===== config.mk =====
export PLATFORM = sky130hd
export DESIGN_NAME = bram_req_bridge
export DESIGN_NICKNAME = d
export VERILOG_FILES = /design/src/rtl/bram_req_bridge.sv
export SDC_FILE = /design/constraint.sdc
export NUM_CORES = 1
export LEC_CHECK = 0
export ABC_AREA = 1
export ABC_CLOCK_PERIOD_IN_PS = 3100
export CAP_MARGIN = 40
export CORE_MARGIN = 1.5
export CORE_UTILIZATION = 53
export DETAILED_ROUTE_END_ITERATION = 10
export PLACE_DENSITY = 0.94
export SLEW_MARGIN = 20
export SYNTH_ARGS = -nofsm -noshare
export SYNTH_HDL_FRONTEND = slang
export SYNTH_SLANG_ARGS = --single-unit

===== constraint.sdc =====
create_clock -name clk -period 3.1 [get_ports clk]
set_input_delay 0.465 -clock clk [delete_from_list [all_inputs] [get_ports clk]]
set_output_delay 0.465 -clock clk [all_outputs]
set_load 0.02 [all_outputs]

===== src/rtl/bram_req_bridge.sv =====
// rtl/bram_req_bridge.sv - byte-addressed load/store bridge to a single-port block RAM with in-order response FIFO
module bram_req_bridge #(
  parameter int DEPTH      = 65536,
  parameter int ADDR_W     = 32,
  parameter int RESP_DEPTH = 4
) (
  input  logic                     clk,
  input  logic                     rst,
  input  logic                     req_valid,
  output logic                     req_ready,
  input  logic                     req_wr,
  input  logic [1:0]               req_size,
  input  logic [ADDR_W-1:0]        req_addr,
  input  logic [31:0]              req_wdata,
  output logic                     resp_valid,
  input  logic                     resp_ready,
  output logic [31:0]              resp_rdata,
  output logic                     resp_err,
  output logic                     resp_wr,
  output logic [$clog2(DEPTH)-1:0] bram_addr,
  output logic [31:0]              bram_din,
  output logic [3:0]               bram_we,
  input  logic [31:0]              bram_dout
);

  localparam int AW = $clog2(DEPTH);
  localparam int PW = $clog2(RESP_DEPTH);
  localparam int CW = PW + 1;
  localparam logic [CW-1:0] FULL = CW'(RESP_DEPTH);

  // Address bits above the RAM's word range are deliberately dropped so accesses alias.
  logic unused_addr_hi;
  assign unused_addr_hi = ^req_addr[ADDR_W-1:AW+2];

  // In-flight stage: one request whose RAM read is underway
  logic       infl_vld_q, infl_vld_d;
  logic       infl_wr_q, infl_wr_d;
  logic       infl_err_q, infl_err_d;
  logic [1:0] infl_size_q, infl_size_d;
  logic [1:0] infl_off_q, infl_off_d;

  // Response FIFO
  logic [31:0]   fifo_rdata_q [RESP_DEPTH];
  logic          fifo_err_q   [RESP_DEPTH];
  logic          fifo_wr_q    [RESP_DEPTH];
  logic [PW-1:0] wr_ptr_q, wr_ptr_d;
  logic [PW-1:0] rd_ptr_q, rd_ptr_d;
  logic [CW-1:0] count_q, count_d;

  logic        accept;
  logic        req_err;
  logic [3:0]  we_mask;
  logic [31:0] din_rep;
  logic        push;
  logic        pop;
  logic [31:0] shifted;
  logic [31:0] load_data;

  // Credit covers both the in-flight entry and queued responses; a same-cycle pop is not counted.
  assign req_ready = !rst && ((count_q + CW'(infl_vld_q)) < FULL);
  assign accept    = req_valid && req_ready;

  // Decode size/offset into replicated write data, byte lanes and the misalignment flag
  always_comb begin
    req_err = 1'b0;
    we_mask = 4'b0000;
    din_rep = req_wdata;
    case (req_size)
      2'd0: begin
        din_rep = {4{req_wdata[7:0]}};
        we_mask = 4'b0001 << req_addr[1:0];
      end
      2'd1: begin
        din_rep = {2{req_wdata[15:0]}};
        we_mask = 4'b0011 << req_addr[1:0];
        req_err = req_addr[0];
      end
      2'd2: begin
        we_mask = 4'b1111;
        req_err = |req_addr[1:0];
      end
      default: req_err = 1'b1;
    endcase
  end

  assign bram_addr = req_addr[AW+1:2];
  assign bram_din  = din_rep;
  assign bram_we   = (accept && req_wr && !req_err) ? we_mask : 4'b0000;

  // Capture the accepted request's attributes for use when RAM data arrives next cycle
  always_comb begin
    infl_vld_d  = accept;
    infl_wr_d   = infl_wr_q;
    infl_err_d  = infl_err_q;
    infl_size_d = infl_size_q;
    infl_off_d  = infl_off_q;
    if (accept) begin
      infl_wr_d   = req_wr;
      infl_err_d  = req_err;
      infl_size_d = req_size;
      infl_off_d  = req_addr[1:0];
    end
  end

  // In-flight stage register
  always_ff @(posedge clk or posedge rst) begin
    if (rst) begin
      infl_vld_q  <= 1'b0;
      infl_wr_q   <= 1'b0;
      infl_err_q  <= 1'b0;
      infl_size_q <= 2'd0;
      infl_off_q  <= 2'd0;
    end else begin
      infl_vld_q  <= infl_vld_d;
      infl_wr_q   <= infl_wr_d;
      infl_err_q  <= infl_err_d;
      infl_size_q <= infl_size_d;
      infl_off_q  <= infl_off_d;
    end
  end

  // Align the RAM word to the LSB and trim to the access size; stores and errors carry zero
  always_comb begin
    shifted   = bram_dout >> {infl_off_q, 3'b000};
    load_data = shifted;
    case (infl_size_q)
      2'd0:    load_data = {24'd0, shifted[7:0]};
      2'd1:    load_data = {16'd0, shifted[15:0]};
      default: load_data = shifted;
    endcase
    if (infl_wr_q || infl_err_q) begin
      load_data = 32'd0;
    end
  end

  assign push = infl_vld_q;
  assign pop  = resp_valid && resp_ready;

  // Next-state for FIFO pointers and occupancy
  always_comb begin
    wr_ptr_d = wr_ptr_q;
    rd_ptr_d = rd_ptr_q;
    count_d  = count_q;
    if (push) begin
      wr_ptr_d = wr_ptr_q + PW'(1);
    end
    if (pop) begin
      rd_ptr_d = rd_ptr_q + PW'(1);
    end
    count_d = count_q + CW'(push) - CW'(pop);
  end

  // FIFO pointer/occupancy registers
  always_ff @(posedge clk or posedge rst) begin
    if (rst) begin
      wr_ptr_q <= '0;
      rd_ptr_q <= '0;
      count_q  <= '0;
    end else begin
      wr_ptr_q <= wr_ptr_d;
      rd_ptr_q <= rd_ptr_d;
      count_q  <= count_d;
    end
  end

  // FIFO storage; contents are only observed through a valid head, so no reset is needed
  always_ff @(posedge clk) begin
    if (push) begin
      fifo_rdata_q[wr_ptr_q] <= load_data;
      fifo_err_q[wr_ptr_q]   <= infl_err_q;
      fifo_wr_q[wr_ptr_q]    <= infl_wr_q;
    end
  end

  assign resp_valid = (count_q != '0);
  assign resp_rdata = resp_valid ? fifo_rdata_q[rd_ptr_q] : 32'd0;
  assign resp_err   = resp_valid ? fifo_err_q[rd_ptr_q]   : 1'b0;
  assign resp_wr    = resp_valid ? fifo_wr_q[rd_ptr_q]    : 1'b0;

  no_push_when_full : assert property (@(posedge clk) disable iff (rst) !(push && (count_q == FULL)));

endmodule

==> reports/results.ini <==
[timing]
report.final.slew_viol_count = 0
setup_slack_ns = 0.02285
period_minus_slack_ns = 3.077
max_slew.worst_pin.slew_ns = 0.7445
grt_setup_unrepaired = no
slew_headroom_pct = 50.29
whs_ns = 0.4049
clock-skew-final_ns = 0.009569
hold_viol = 0
setup_viol_count_final = 0
tns_ns = 0
max_freq_mhz = 325.0
period_share_pct = 99.26

[detailed_routing]
drt_iter0_drc = 795
ant_nets = 0
avgRoutedWirePerCell_um = 19.13
vias = 5987
viasPerCell = 5.785
firstDrtPassIters = 6
wl_um = 19800
drc = 0

[synth]
synth_cell_types = 29
yosysMostFrequentCell = nor2_1
synthFlopType = edfxtp_1
synth.ff_latch_count = 150
syn-cell-area_sq_um = 7226
async_flop_share_pct = 9.333
synth_top_area_share_pct = 56.52
synth_top_area_cell = edfxtp_1
synth_edf_count = 136
ys_seq_area_share_pct = 61.37
synth_warnings = 0
synth_nets = 840
netlist_top_cells_count = nor2_1 (156), edfxtp_1 (136), nand2_1 (97), o21ai_0 (76), a21oi_1 (60)
synth_area_per_cell_sq_um = 9.912
postSynthCellCount = 729
synthTopCellsByArea = edfxtp_1 (57%), nor2_1 (8.1%), o21ai_0 (5.3%), nand2_1 (5.0%), dfrtp_1 (4.8%)

[setup_path]
arrival_ns = 2.61
slowest_stage = clkdlybuf4s50_1
path_cells = inv_2 -> buf_12 -> o21ai_0 -> a21oi_1 -> clkdlybuf4s50_1
crit_fanout = 64
cp.required_ns = 2.63
crit_buf_inv = 3
rrSetupSlack_ns = 0.85
slowest_delay_ns = 0.66
path_delay_family = buffers and inverters
cp-end-kind = primary output
worst_setup_path_start_kind = flop
critical_path_class = reg2out

[place]
io_buffers = 144
routabilityCongestion = 0.8347
dp_hpwl_um = 12460
dp_slack_ns = 0.2998

[hold_path]
hp-class = in2async

[die]
io_pins = 191
die_w_um = 119.8
die-area_sq_um = 14340
row_count = 42
die_y_um = 119.8
initial_utilization_pct = 54.35
core_area_sq_um = 13300

[cells_and_area]
fin_nets = 957
drive_gt1_share_pct = 8.033
layout-area-overhead-vs-synth_pct = 28.31
fin_util_pct = 69.73
seqCellArea_sq_um = 4439
nFillCells = 857
multiInputGateArea_sq_um = 2192
diodes = 0

[clock_network]
cts_setup_buffers = 0
insertion_delay_ns = 0.43
cts_buffers = 17
clock_sinks = 150
root_buffer = clkbuf_16
cts_tree = yes
cts.path.max_buffers = 2
ctsHoldBuffers = 0
cts.reportedPaths.clkPinSlew_ns = 0.06
htreeDepth = 4

[pwr]
ir_worst_vdd_uv = 529.1
p_per_area_nw_per_um2 = 974.3
leakage_nw = 3.556
total_power_w = 0.009033

[grt]
grt_max_degree = 65
grt_use_total_pct = 27.98
antenna_found_initial = 0
gr-total-overflow = 0
grt_pass1_wl_um = 30380
first_global_vias = 6074

[run]
drv_cap = 0

[run_status]
status = complete, no violations

[power breakdown]
| group | internal, W | switching, W | total [W] |
|---|---|---|---|
| logic | 0.00148 | 0.00247 | 0.00395 |
| clock network | 0.00142 | 0.000800 | 0.00222 |
| registers | 0.00264 | 0.000231 | 0.00287 |
[worst paths after layout]
| path | cells past startpoint | from | endpoint |
|---|---|---|---|
| max | 5 | rd_ptr_q[0]$_DFFE_PP0P_ | resp_rdata[6] |
| min | 3 | rst | count_q[2]$_DFF_PP0_ |
| max reg2reg | 3 | infl_off_q[1]$_DFFE_PP0P_ | fifo_rdata_q[1][28]$_DFFE_PP_ |
| min reg2reg | 2 | infl_size_q[0]$_DFFE_PP0P_ | infl_size_q[0]$_DFFE_PP0P_ |
| max in group asynchronous | 3 | rst | rd_ptr_q[0]$_DFFE_PP0P_ |
| min in group clk | 2 | infl_size_q[0]$_DFFE_PP0P_ | infl_size_q[0]$_DFFE_PP0P_ |
[layout make-up]
type	count	area share, %
flip-flops and latches	150	47.88
inverters	51	2.065
clock inverters	15	2.267
well taps	176	2.375
multi-input cells	464	23.64
repair buffers	162	17.18
clock buffers	17	4.588
[repair_timing]
action | in CTS | in global routing
resized for setup | 5 | 4
cloned | 0 | 0
endpoints found under the setup margin | 4 | 9
[flip-flops by register name, summed over array words and instances, names as in the netlist]
name,count
infl_vld_q,1
infl_wr_q,1
fifo_wr_q,4
count_q,3
rd_ptr_q,2
fifo_err_q,4
fifo_rdata_q,128
infl_off_q,2
wr_ptr_q,2
infl_err_q,1
infl_size_q,2
[cells by family (layout without fill, tap and decap cells)]
group | Yosys count | count (layout) | synth area share [%]
fa+ha+maj | 8 | 8 | 1.385
compound gates | 175 | 175 | 13.23
xor+xnor | 3 | 3 | 0.3637
simple gates | 278 | 278 | 15.36
flops | 150 | 150 | 61.37
buf+inv | 115 | 245 | 8.294
[stage by stage]
stage               std cells  cell area (sq um)
finish                   1035               9271
floorplan                 729               7226
detailed placement       1003               8628
CTS                      1035               9260
global placement         1003               8628
global route             1035               9271
[layer usage]
metal / GRT usage (%) / routed length [um] / share of wire (%)
met5: 0 / 0 / 0
met4: 13.69 / 738 / 3.7
met3: 7.034 / 2014 / 10
met2: 49.35 / 10140 / 51
met1: 31.66 / 6905 / 35
[worst register-to-register path, stage by stage (launching register included)]
cell     delay [ns]
dfrtp_1        0.62
inv_2          0.46
nand3_4        0.30
nor3_1         0.58
[cell usage in the layout (no fill, tap or decap), types with 12 or more instances in the layout]
master           count
edfxtp_1           136
nor2_1             156
dfrtp_1             12
buf_4               16
o211ai_1            14
clkdlybuf4s50_1    138
nand2_1             97
inv_1               45
a21oi_1             60
o21ai_0             76
clkbuf_16           17
Power figures use the tool's default switching activity.
